--- src/rtl/parking_pkg.sv ---
// Shared hour constants, car class encoding and the general-pool capacity schedule.
// The schedule is a pure function so the top can evaluate it for both the current and the next hour.
package parking_pkg;

  localparam int HOUR_W        = 5;
  localparam int HOURS_PER_DAY = 24;

  typedef enum logic {
    CLASS_GEN = 1'b0,
    CLASS_UNI = 1'b1
  } car_class_e;

  function automatic int gen_cap_at(
    input logic [HOUR_W-1:0] hour,
    input int                ramp_hour,
    input int                full_hour,
    input int                cap_day,
    input int                step,
    input int                cap_night
  );
    int h;
    int cap;
    h = int'(hour);
    if (h < ramp_hour) begin
      cap = cap_day;
    end else if (h < full_hour) begin
      cap = cap_day + (h - ramp_hour + 1) * step;
      if (cap > cap_night) cap = cap_night;
    end else begin
      cap = cap_night;
    end
    return cap;
  endfunction

endpackage

--- src/rtl/parking_hour_clock.sv ---
// Prescaler and hour-of-day counter; the tick is combinational on the terminal prescaler count.
// The next-hour value is exported so the top can register capacity-dependent outputs in step with the hour.
module parking_hour_clock
  import parking_pkg::*;
#(
  parameter int TICKS_PER_HOUR = 1000,
  parameter int START_HOUR     = 8
) (
  input  logic              clk,
  input  logic              rst,
  output logic [HOUR_W-1:0] o_hour,
  output logic [HOUR_W-1:0] o_hour_nxt,
  output logic              o_hour_tick
);

  localparam int            PW   = (TICKS_PER_HOUR > 1) ? $clog2(TICKS_PER_HOUR) : 1;
  localparam logic [PW-1:0] TERM = PW'(TICKS_PER_HOUR - 1);

  logic [PW-1:0]     r_presc;
  logic [HOUR_W-1:0] r_hour;

  always_comb begin
    o_hour_tick = (r_presc == TERM);
    o_hour_nxt  = r_hour;
    if (o_hour_tick) begin
      o_hour_nxt = (r_hour == HOUR_W'(HOURS_PER_DAY - 1)) ? '0 : r_hour + HOUR_W'(1);
    end
  end

  always_ff @(posedge clk) begin
    if (rst) begin
      r_presc <= '0;
      r_hour  <= HOUR_W'(START_HOUR);
    end else begin
      r_presc <= o_hour_tick ? '0 : r_presc + PW'(1);
      r_hour  <= o_hour_nxt;
    end
  end

  assign o_hour = r_hour;

endmodule

--- src/rtl/parking_zone_ctrl.sv ---
// Two-pool parking admission controller, one-cycle registered response; every entry gets exactly one ack or rej, no stalls.
// PARKING_SPILL_EN lets general cars refused by a full general pool borrow free university spaces.
module parking_zone_ctrl
  import parking_pkg::*;
#(
  parameter int CNT_W          = 10,
  parameter int UNI_CAP        = 500,
  parameter int GEN_CAP_DAY    = 200,
  parameter int GEN_STEP       = 50,
  parameter int GEN_CAP_NIGHT  = 500,
  parameter int RAMP_HOUR      = 13,
  parameter int FULL_HOUR      = 16,
  parameter int START_HOUR     = 8,
  parameter int TICKS_PER_HOUR = 1000
) (
  input  logic             clk,
  input  logic             rst,
  input  logic             car_entered,
  input  logic             is_uni_car_entered,
  input  logic             car_exited,
  input  logic             is_uni_car_exited,
  output logic             entry_ack,
  output logic             entry_rej,
  output logic             exit_err,
  output logic [CNT_W-1:0] uni_parked_car,
  output logic [CNT_W-1:0] parked_car,
  output logic [CNT_W-1:0] uni_vacated_space,
  output logic [CNT_W-1:0] vacated_space,
  output logic             uni_is_vacated_space,
  output logic             is_vacated_space,
  output logic [4:0]       hour
);

  if (UNI_CAP >= (1 << CNT_W) || GEN_CAP_DAY >= (1 << CNT_W) || GEN_CAP_NIGHT >= (1 << CNT_W)) begin : g_cap_check
    $error("parking_zone_ctrl: capacity parameters do not fit in CNT_W bits");
  end

  localparam logic [CNT_W-1:0] ONE       = CNT_W'(1);
  localparam logic [CNT_W-1:0] UNI_CAP_C = CNT_W'(UNI_CAP);
  localparam logic [CNT_W-1:0] RST_GEN_SPACE =
    CNT_W'(gen_cap_at(HOUR_W'(START_HOUR), RAMP_HOUR, FULL_HOUR, GEN_CAP_DAY, GEN_STEP, GEN_CAP_NIGHT));

  logic [HOUR_W-1:0] w_hour;
  logic [HOUR_W-1:0] w_hour_nxt;
  logic              w_hour_tick;

  parking_hour_clock #(
    .TICKS_PER_HOUR (TICKS_PER_HOUR),
    .START_HOUR     (START_HOUR)
  ) u_hour_clock (
    .clk         (clk),
    .rst         (rst),
    .o_hour      (w_hour),
    .o_hour_nxt  (w_hour_nxt),
    .o_hour_tick (w_hour_tick)
  );

  logic [CNT_W-1:0] r_uni_cnt, r_gen_cnt, r_uni_space, r_gen_space;
  logic             r_uni_flag, r_gen_flag, r_ack, r_rej, r_err;
  logic [CNT_W-1:0] w_spill, w_spill_nxt, w_uni_nxt, w_gen_nxt;
  logic [CNT_W-1:0] w_gen_cap, w_gen_cap_nxt, w_uni_space_nxt, w_gen_space_nxt;
  logic             w_uni_ent, w_gen_ent, w_uni_ext, w_gen_ext, w_uni_free, w_gen_free;
  logic             w_uni_ext_ok, w_gen_ext_ok, w_uni_acc, w_gen_main, w_gen_spill;
  logic             w_ack, w_rej, w_err;
  car_class_e       w_ent_class;

  assign w_gen_cap     = CNT_W'(gen_cap_at(w_hour, RAMP_HOUR, FULL_HOUR, GEN_CAP_DAY, GEN_STEP, GEN_CAP_NIGHT));
  assign w_gen_cap_nxt = w_hour_tick ?
    CNT_W'(gen_cap_at(w_hour_nxt, RAMP_HOUR, FULL_HOUR, GEN_CAP_DAY, GEN_STEP, GEN_CAP_NIGHT)) : w_gen_cap;

`ifdef PARKING_SPILL_EN
  logic [CNT_W-1:0] r_spill;
  always_ff @(posedge clk) begin
    if (rst) r_spill <= '0;
    else     r_spill <= w_spill_nxt;
  end
  assign w_spill     = r_spill;
  assign w_gen_spill = w_gen_ent & ~w_gen_main & w_uni_free;
`else
  assign w_spill     = '0;
  assign w_gen_spill = 1'b0;
`endif

  // Admission looks only at registered counts: an exit frees space only for its own pool.
  always_comb begin
    w_ent_class  = car_class_e'(is_uni_car_entered);
    w_uni_ent    = car_entered & (w_ent_class == CLASS_UNI);
    w_gen_ent    = car_entered & (w_ent_class == CLASS_GEN);
    w_uni_ext    = car_exited & is_uni_car_exited;
    w_gen_ext    = car_exited & ~is_uni_car_exited;
    w_uni_free   = (r_uni_cnt + w_spill) < UNI_CAP_C;
    w_gen_free   = r_gen_cnt < w_gen_cap;
    w_uni_ext_ok = w_uni_ext & (r_uni_cnt != '0);
    w_gen_ext_ok = w_gen_ext & ((r_gen_cnt != '0) | (w_spill != '0));
    w_uni_acc    = w_uni_ent & (w_uni_free | w_uni_ext_ok);
    w_gen_main   = w_gen_ent & (w_gen_free | w_gen_ext_ok);
    w_ack        = w_uni_acc | w_gen_main | w_gen_spill;
    w_rej        = car_entered & ~w_ack;
    w_err        = car_exited & ~(w_uni_ext_ok | w_gen_ext_ok);
  end

  always_comb begin
    w_uni_nxt   = r_uni_cnt;
    w_gen_nxt   = r_gen_cnt;
    w_spill_nxt = w_spill;
    if (w_uni_acc && !w_uni_ext_ok)      w_uni_nxt = r_uni_cnt + ONE;
    else if (w_uni_ext_ok && !w_uni_acc) w_uni_nxt = r_uni_cnt - ONE;
    // A general exit returns borrowed university spaces before touching the general count.
    if (w_gen_ext_ok && !w_gen_ent) begin
      if (w_spill != '0) w_spill_nxt = w_spill - ONE;
      else               w_gen_nxt   = r_gen_cnt - ONE;
    end else if (w_gen_main && !w_gen_ext_ok) begin
      w_gen_nxt = r_gen_cnt + ONE;
    end else if (w_gen_spill) begin
      w_spill_nxt = w_spill + ONE;
    end
    w_uni_space_nxt = UNI_CAP_C - w_uni_nxt - w_spill_nxt;
    w_gen_space_nxt = (w_gen_cap_nxt > w_gen_nxt) ? (w_gen_cap_nxt - w_gen_nxt) : '0;
  end

  always_ff @(posedge clk) begin
    if (rst) begin
      r_uni_cnt   <= '0;
      r_gen_cnt   <= '0;
      r_uni_space <= UNI_CAP_C;
      r_gen_space <= RST_GEN_SPACE;
      r_uni_flag  <= (UNI_CAP_C != '0);
      r_gen_flag  <= (RST_GEN_SPACE != '0);
      r_ack       <= 1'b0;
      r_rej       <= 1'b0;
      r_err       <= 1'b0;
    end else begin
      r_uni_cnt   <= w_uni_nxt;
      r_gen_cnt   <= w_gen_nxt;
      r_uni_space <= w_uni_space_nxt;
      r_gen_space <= w_gen_space_nxt;
      r_uni_flag  <= (w_uni_space_nxt != '0);
      r_gen_flag  <= (w_gen_space_nxt != '0);
      r_ack       <= w_ack;
      r_rej       <= w_rej;
      r_err       <= w_err;
    end
  end

  assign entry_ack            = r_ack;
  assign entry_rej            = r_rej;
  assign exit_err             = r_err;
  assign uni_parked_car       = r_uni_cnt;
  assign parked_car           = r_gen_cnt;
  assign uni_vacated_space    = r_uni_space;
  assign vacated_space        = r_gen_space;
  assign uni_is_vacated_space = r_uni_flag;
  assign is_vacated_space     = r_gen_flag;
  assign hour                 = w_hour;

endmodule

--- config.mk ---
export PLATFORM = sky130hd
export DESIGN_NAME = parking_zone_ctrl
export DESIGN_NICKNAME = d
export VERILOG_FILES = /design/src/rtl/parking_pkg.sv /design/src/rtl/parking_hour_clock.sv /design/src/rtl/parking_zone_ctrl.sv
export SDC_FILE = /design/constraint.sdc
export NUM_CORES = 1
export LEC_CHECK = 0
export CORE_MARGIN = 2
export CORE_UTILIZATION = 59
export DETAILED_ROUTE_END_ITERATION = 8
export HOLD_SLACK_MARGIN = 0.1
export PLACE_DENSITY = 0.82
export SLEW_MARGIN = 20
export SYNTH_ARGS = -nofsm -noshare
export SYNTH_HDL_FRONTEND = slang
export SYNTH_HIERARCHICAL = 1
export SYNTH_SLANG_ARGS = --single-unit
--- constraint.sdc ---
create_clock -name clk -period 12.8 [get_ports clk]
set_clock_uncertainty 0.05 [all_clocks]
set_input_delay 3.84 -clock clk [delete_from_list [all_inputs] [get_ports clk]]
set_output_delay 3.84 -clock clk [all_outputs]
set_load 0.01 [all_outputs]
After elaboration in Yosys (flattened, before gate mapping)
Index checks and enable logic that the tools add are counted.
{"block": "word_totals", "inputBits": 6, "reg_bits": 60, "word_cells": 83, "output_inout_bits": 50}
{"block": "classes", "n_mul": 2, "n_eq_ne": 2, "bitwise": 18, "order_cmp": 9, "addsub": 14, "mux": 14, "n_reduce_logical": 13}
{"op": "$mux W10", "count": 12}
{"op": "$reduce_bool A10 Y1", "count": 4}
{"op": "$add A10 B1 Y10 const B", "count": 3}
{"op": "$add A9 B14 Y15 const A", "count": 2}
{"op": "$gt A15 B10 Y1 const B", "count": 2}
{"op": "$mul A7 B6 Y13 const B", "count": 2}
{"op": "$sub A10 B1 Y10 const B", "count": 2}
{"op": "$add A6 B2 Y7 const B", "count": 2}
{"op": "$sub A5 B4 Y6 const B", "count": 2}
{"op": "$and A1 B1 Y1", "count": 10}
{"op": "$eq A10 B10 Y1 const B", "count": 1}
{"op": "$gt A10 B10 Y1", "count": 1}
{"op": "$lt A10 B10 Y1", "count": 1}
{"op": "$lt A10 B9 Y1 const B", "count": 1}
{"op": "$lt A5 B4 Y1 const B", "count": 2}
{"op": "$lt A5 B5 Y1 const B", "count": 2}
{"op": "$mux W5", "count": 2}
{"op": "$sub A10 B10 Y10", "count": 1}
{"op": "$sub A9 B10 Y10 const A", "count": 1}
{"op": "$add A5 B1 Y5 const B", "count": 1}
{"op": "$eq A5 B5 Y1 const B", "count": 1}
{"op": "$logic_and A1 B1 Y1", "count": 4}
{"op": "$logic_not A1 Y1", "count": 4}
{"op": "$not A1 Y1", "count": 4}
{"op": "2 further kinds", "count": 5}

Depth between registers and ports, before layout
{"block": "logic_depth", "depth_word": 17, "depth_mapped": 41, "mapped_depth_nobuf": 39}

By module
Netlist, hierarchy kept.
{"module": "parking_zone_ctrl", "area_per_inst_um2": 5094.9, "instances": 1, "cells_each": 646, "seq_area_each_um2": 880.8}
{"module": "parking_hour_clock", "area_per_inst_um2": 730.7, "instances": 1, "cells_each": 77, "seq_area_each_um2": 300.3}

Worst setup path after synthesis
No wires, ideal clock.
{"block": "synth_path", "kind": "reg2reg", "startpoint": "register u_hour_clock.r_hour[0] (netlist: u_hour_clock/o_hour[0])", "endpoint": "register r_gen_flag (netlist: is_vacated_space)", "t_arrival_ns": 8.852, "setup_time_ns": 0.120, "synth_period_minus_slack_ns": 9.022, "stages_incl_launch_ff": 41, "path_slack_ns": 3.778, "path_cell_list": "dfxtp_1 clkbuf_1 inv_1 ha_1 nand2b_1 a21oi_1 o22ai_1 xor2_1 ha_1 inv_1 fa_1 inv_1 ha_1 ha_1 a21o_1 a21oi_1 xnor2_1 a21boi_0 [... 5 more ...] ha_1 and4_1 a21boi_1 a211oi_1 nand2_1 nor4_1 a21oi_1 xor2_1 ha_1 and2_1 o21ai_0 nand2b_1 a21oi_1 o21ai_0 xor2_1 nor4_1 a31oi_1 a211o_1"}
{"block": "synth_via", "elab_chain_cells": 17}
{"element": "start: declaration", "line": "parking_hour_clock.sv:20", "rtl": "logic [HOUR_W-1:0] r_hour;"}
{"element": "start signal: assignment", "line": "parking_hour_clock.sv:33", "rtl": "r_hour <= HOUR_W'(START_HOUR);"}
{"element": "start signal: assignment", "line": "parking_hour_clock.sv:36", "rtl": "r_hour <= o_hour_nxt;"}
{"element": "$sub A5 B4 Y6", "line": "parking_pkg.sv:27", "rtl": "cap = cap_day + (h - ramp_hour + 1) * step;"}
{"element": "$add A6 B2 Y7", "line": "parking_pkg.sv:27"}
{"element": "$mul A7 B6 Y13", "line": "parking_pkg.sv:27"}
{"element": "$add A9 B14 Y15", "line": "parking_pkg.sv:27"}
{"element": "$gt A15 B10 Y1", "line": "parking_pkg.sv:28", "rtl": "if (cap > cap_night) cap = cap_night;"}
{"element": "$mux W10", "line": "parking_pkg.sv:28"}
{"element": "$mux W10", "line": "parking_pkg.sv:26", "rtl": "end else if (h < full_hour) begin"}
{"element": "$mux W10", "line": "parking_pkg.sv:24", "rtl": "if (h < ramp_hour) begin"}
{"element": "$lt A10 B10 Y1", "line": "parking_zone_ctrl.sv:92", "rtl": "w_gen_free = r_gen_cnt < w_gen_cap;"}
{"element": "$or A1 B1 Y1", "line": "parking_zone_ctrl.sv:96", "rtl": "w_gen_main = w_gen_ent & (w_gen_free | w_gen_ext_ok);"}
{"element": "$and A1 B1 Y1", "line": "parking_zone_ctrl.sv:96"}
{"element": "$logic_and A1 B1 Y1", "line": "parking_zone_ctrl.sv:112", "rtl": "end else if (w_gen_main && !w_gen_ext_ok) begin"}
{"element": "$mux W10", "line": "parking_zone_ctrl.sv:112"}
{"element": "$mux W10", "line": "parking_zone_ctrl.sv:109", "rtl": "if (w_gen_ext_ok && !w_gen_ent) begin"}
{"element": "$sub A10 B10 Y10 or $gt A10 B10 Y1 (tied branches)", "line": "parking_zone_ctrl.sv:118", "rtl": "w_gen_space_nxt = (w_gen_cap_nxt > w_gen_nxt) ? (w_gen_cap_nxt - w_gen_nxt) : '0;"}
{"element": "$mux W10 (*)", "line": "parking_zone_ctrl.sv:118"}
{"element": "$reduce_bool A10 Y1 (*)", "line": "parking_zone_ctrl.sv:138", "rtl": "r_gen_flag <= (w_gen_space_nxt != '0);"}
{"element": "end signal: assignment", "line": "parking_zone_ctrl.sv:128", "rtl": "r_gen_flag <= (RST_GEN_SPACE != '0);"}
{"element": "end signal: assignment", "line": "parking_zone_ctrl.sv:138"}
{"element": "end: declaration", "line": "parking_zone_ctrl.sv:59", "rtl": "logic r_uni_flag, r_gen_flag, r_ack, r_rej, r_err;"}
Every way passes the cells marked *; elsewhere a longest branch is shown, timed or not.
A chain may end at the register's enable or synchronous reset.

Final worst setup path
Ends and elaborated chain as after synthesis.

==> results.py <==
metrics = {
    "outcome": {
        "status": "completed",
    },
    "placement": {
        "dp.final_hpwl_mm": 10.9,
        "dp_slack_ps": 2720,
        "io_buffers": 55,
        "gp_congestion": 0.993,
        "place_area_mm2": 0.00644,
    },
    "clock_tree": {
        "cts_tree": "done",
        "clkSinkCount": 59,
        "cts_setup_buffers": 0,
        "insertion_delay_ps": 350,
        "htree_levels": 3,
        "cts_hold_buf": 0,
        "worst_setup_hold_path_clk_slew_ps": 70,
        "cts_buffers": 9,
        "cts.repair.resized": 0,
        "cts_root_buffer": "clkbuf_8",
        "clk_path_buf_depth": 2,
    },
    "synth": {
        "ys_types": 83,
        "synth_top_area_share_pct": 20.3,
        "ys_ff_latch": 59,
        "async_flop_share_pct": 0,
        "syn_nets": 812,
        "postSynthAreaPerCell_um2": 8.06,
        "synth_flop_cell": "dfxtp_1",
        "synth-edff-count": 0,
        "ys_seq_area_share_pct": 20.3,
        "syn_inst": 723,
        "synth_area_mm2": 0.00583,
        "ys_warn_count": 6,
        "synth_top_cell_by_area": "dfxtp_1",
        "synth.area.top_cells": "dfxtp_1 (20%), ha_1 (16%), xnor2_1 (6.8%), nor2_1 (5.0%), xor2_1 (4.7%)",
    },
    "global_routing": {
        "grt_max_degree": 45,
        "track_usage_pct": 28.2,
        "use_met1_pct": 39.6,
        "antenna_found_initial": 0,
        "grt_pass1_wl_mm": 24.0,
        "use_met3_pct": 4.91,
        "grt_overflow_total": 0,
        "use_met2_pct": 44.9,
        "busiest_layer": "met2",
        "grt_pass1_vias": 5106,
    },
    "min_path": {
        "min-delay-start": "u_hour_clock/r_presc[0]",
        "min_path_type": "register to register",
    },
    "drt": {
        "first_pass_iters": 5,
        "wl_per_cell_um": 15.5,
        "wl_mm": 14.0,
        "vias": 5333,
        "antenna_left": 0,
        "viasPerCell": 5.91,
        "remaining_drc_errors": 0,
        "drt_iter0_markers": 358,
    },
    "worst_setup_path": {
        "slowest_delay_ps": 730,
        "startpoint": "u_hour_clock/o_hour[0]",
        "crit_path_top_delay_cell": "dfxtp_1",
        "critPathMostFrequentCell": "ha_1",
        "crit_path_end_kind": "register",
        "crit_required_ps": 12990,
        "cp_max_fo": 19,
        "crit_type": "register to register",
        "critPathArrivalTime_ps": 10410,
        "regToRegStartpoint": "u_hour_clock/o_hour[0]",
        "start_kind": "register",
    },
    "floorplan": {
        "core_mm2": 0.00968,
        "ios": 56,
        "row_count": 36,
        "dieHeight_um": 103,
        "die_w_um": 103,
        "initial_core_util_pct": 60.2,
        "fp.dieArea_mm2": 0.0107,
    },
    "final_layout": {
        "syn_to_final_growth_pct": 13.8,
        "nFillCells": 802,
        "design_area_mm2": 0.00663,
        "drive_gt1_share_pct": 4.81,
        "insertedDiodeCount": 0,
        "fin_nets": 854,
        "final_cell_mix": "nor2_1 (77), ha_1 (73), dfxtp_1 (59)",
        "fin_util_pct": 68.5,
        "final_common_cell": "nor2_1",
    },
    "timing": {
        "finalCritPeriodShare_pct": 79.9,
        "relSlewSlack_pct": 41.8,
        "grt_setup_unrepaired": "no",
        "min_period_ps": 10220,
        "setup_viol": 0,
        "fmax_ghz": 0.0978,
        "worstMarginPinSlew_ps": 867,
        "hold_viol": 0,
        "setup_slack_ps": 2580,
        "drv_slew": 0,
        "tns_ps": 0,
    },
    "run": {
        "cap_viol_max_count": 0,
    },
    "pwr": {
        "p_per_area_mw_per_mm2": 159,
        "peakVddDrop_mv": 0.134,
        "p_total_w": 0.00105,
        "leakage_nw": 2.77,
    },
}
## worst paths after layout
check,to,slack (ps),cells after the start
worst min-delay path,u_hour_clock/r_presc[0],400,1
worst min register to register,u_hour_clock/r_presc[0],400,1
worst max-delay path,is_vacated_space,2580,39
worst max register to register,is_vacated_space,2580,39
## Yosys cell counts, types with 4 or more instances
| cell type | number |
|---|---|
| nand2_1 | 42 |
| inv_1 | 48 |
| o22ai_1 | 6 |
| nand4_1 | 13 |
| nor2b_1 | 11 |
| a21oi_1 | 40 |
| a21o_1 | 16 |
| o211ai_1 | 8 |
| o21ai_1 | 9 |
| and2_1 | 13 |
| ha_1 | 73 |
| fa_1 | 10 |
| nor2_1 | 77 |
| and3_1 | 4 |
| xnor2_1 | 45 |
| o21bai_1 | 7 |
| o21a_1 | 4 |
| dfxtp_1 | 59 |
| clkbuf_1 | 21 |
| a31oi_1 | 7 |
| or3_1 | 5 |
| nand2b_1 | 20 |
| a211oi_1 | 4 |
| nor4_1 | 13 |
| nor3_1 | 15 |
| o31ai_1 | 6 |
| o21ai_0 | 20 |
| xor2_1 | 31 |
| nand3_1 | 16 |
| a211o_1 | 4 |
## cell type report
class	count	area, µm²	area share [%]
Clock inverter	7	61.3	0.925
Inverter	50	188	2.83
Tap cell	133	166	2.51
Timing Repair Buffer	57	566	8.53
Multi-Input combinational cell	588	4350	65.5
Clock buffer	9	124	1.87
Sequential cell	59	1180	17.8
## worst max-delay path: cells and delay by family (launching register included)
kind                     cells  cell delay, ps
AO/OA/AOI/OAI               15            3020
XOR/XNOR                     4             830
adder cells (fa/ha/maj)      7            2530
buffers and inverters        3             290
flip-flops                   1             730
AND/OR/NAND/NOR             10            2650
## flip-flops by register name, indices dropped and copies added (netlist names)
| register | cells |
|---|---|
| parked_car | 10 |
| u_hour_clock/r_presc | 10 |
| uni_parked_car | 10 |
| vacated_space | 10 |
| uni_vacated_space | 9 |
| u_hour_clock/o_hour | 5 |
| entry_ack | 1 |
| entry_rej | 1 |
| exit_err | 1 |
| is_vacated_space | 1 |
| uni_is_vacated_space | 1 |
## metal layers
| layer | routed length [µm] | share of wire, % |
|---|---|---|
| met1 | 6720 | 48 |
| met2 | 6370 | 45 |
| met3 | 757 | 5.4 |
| met4 | 182 | 1.3 |
| met5 | 0 | 0 |
## metrics by stage
stage	instances	hold slack (ps)
2_1_floorplan	723	368
3_3_place_gp	887	382
3_5_place_dp	887	386
4_1_cts	903	404
5_1_grt	903	436
6_report	903	401
## kinds of logic after synthesis
| group | after synthesis | synth area share, % |
|---|---|---|
| AO/OA/AOI/OAI | 160 | 18.6 |
| buffers and inverters | 76 | 5.24 |
| AND/OR/NAND/NOR | 264 | 24.4 |
| adder cells (fa/ha/maj) | 83 | 19.1 |
| flip-flops | 59 | 20.3 |
| XOR/XNOR | 76 | 11.4 |
| multiplexers | 5 | 0.988 |
## where the power goes
group / internal [W] / total, W / switching, W / leakage (nW)
logic: 0.000269 / 0.000612 / 0.000343 / 2.20
registers: 0.000228 / 0.000282 / 0.0000547 / 0.482
clock network: 0.0000733 / 0.000159 / 0.0000855 / 0.0884
Power figures use the tool's default switching activity.
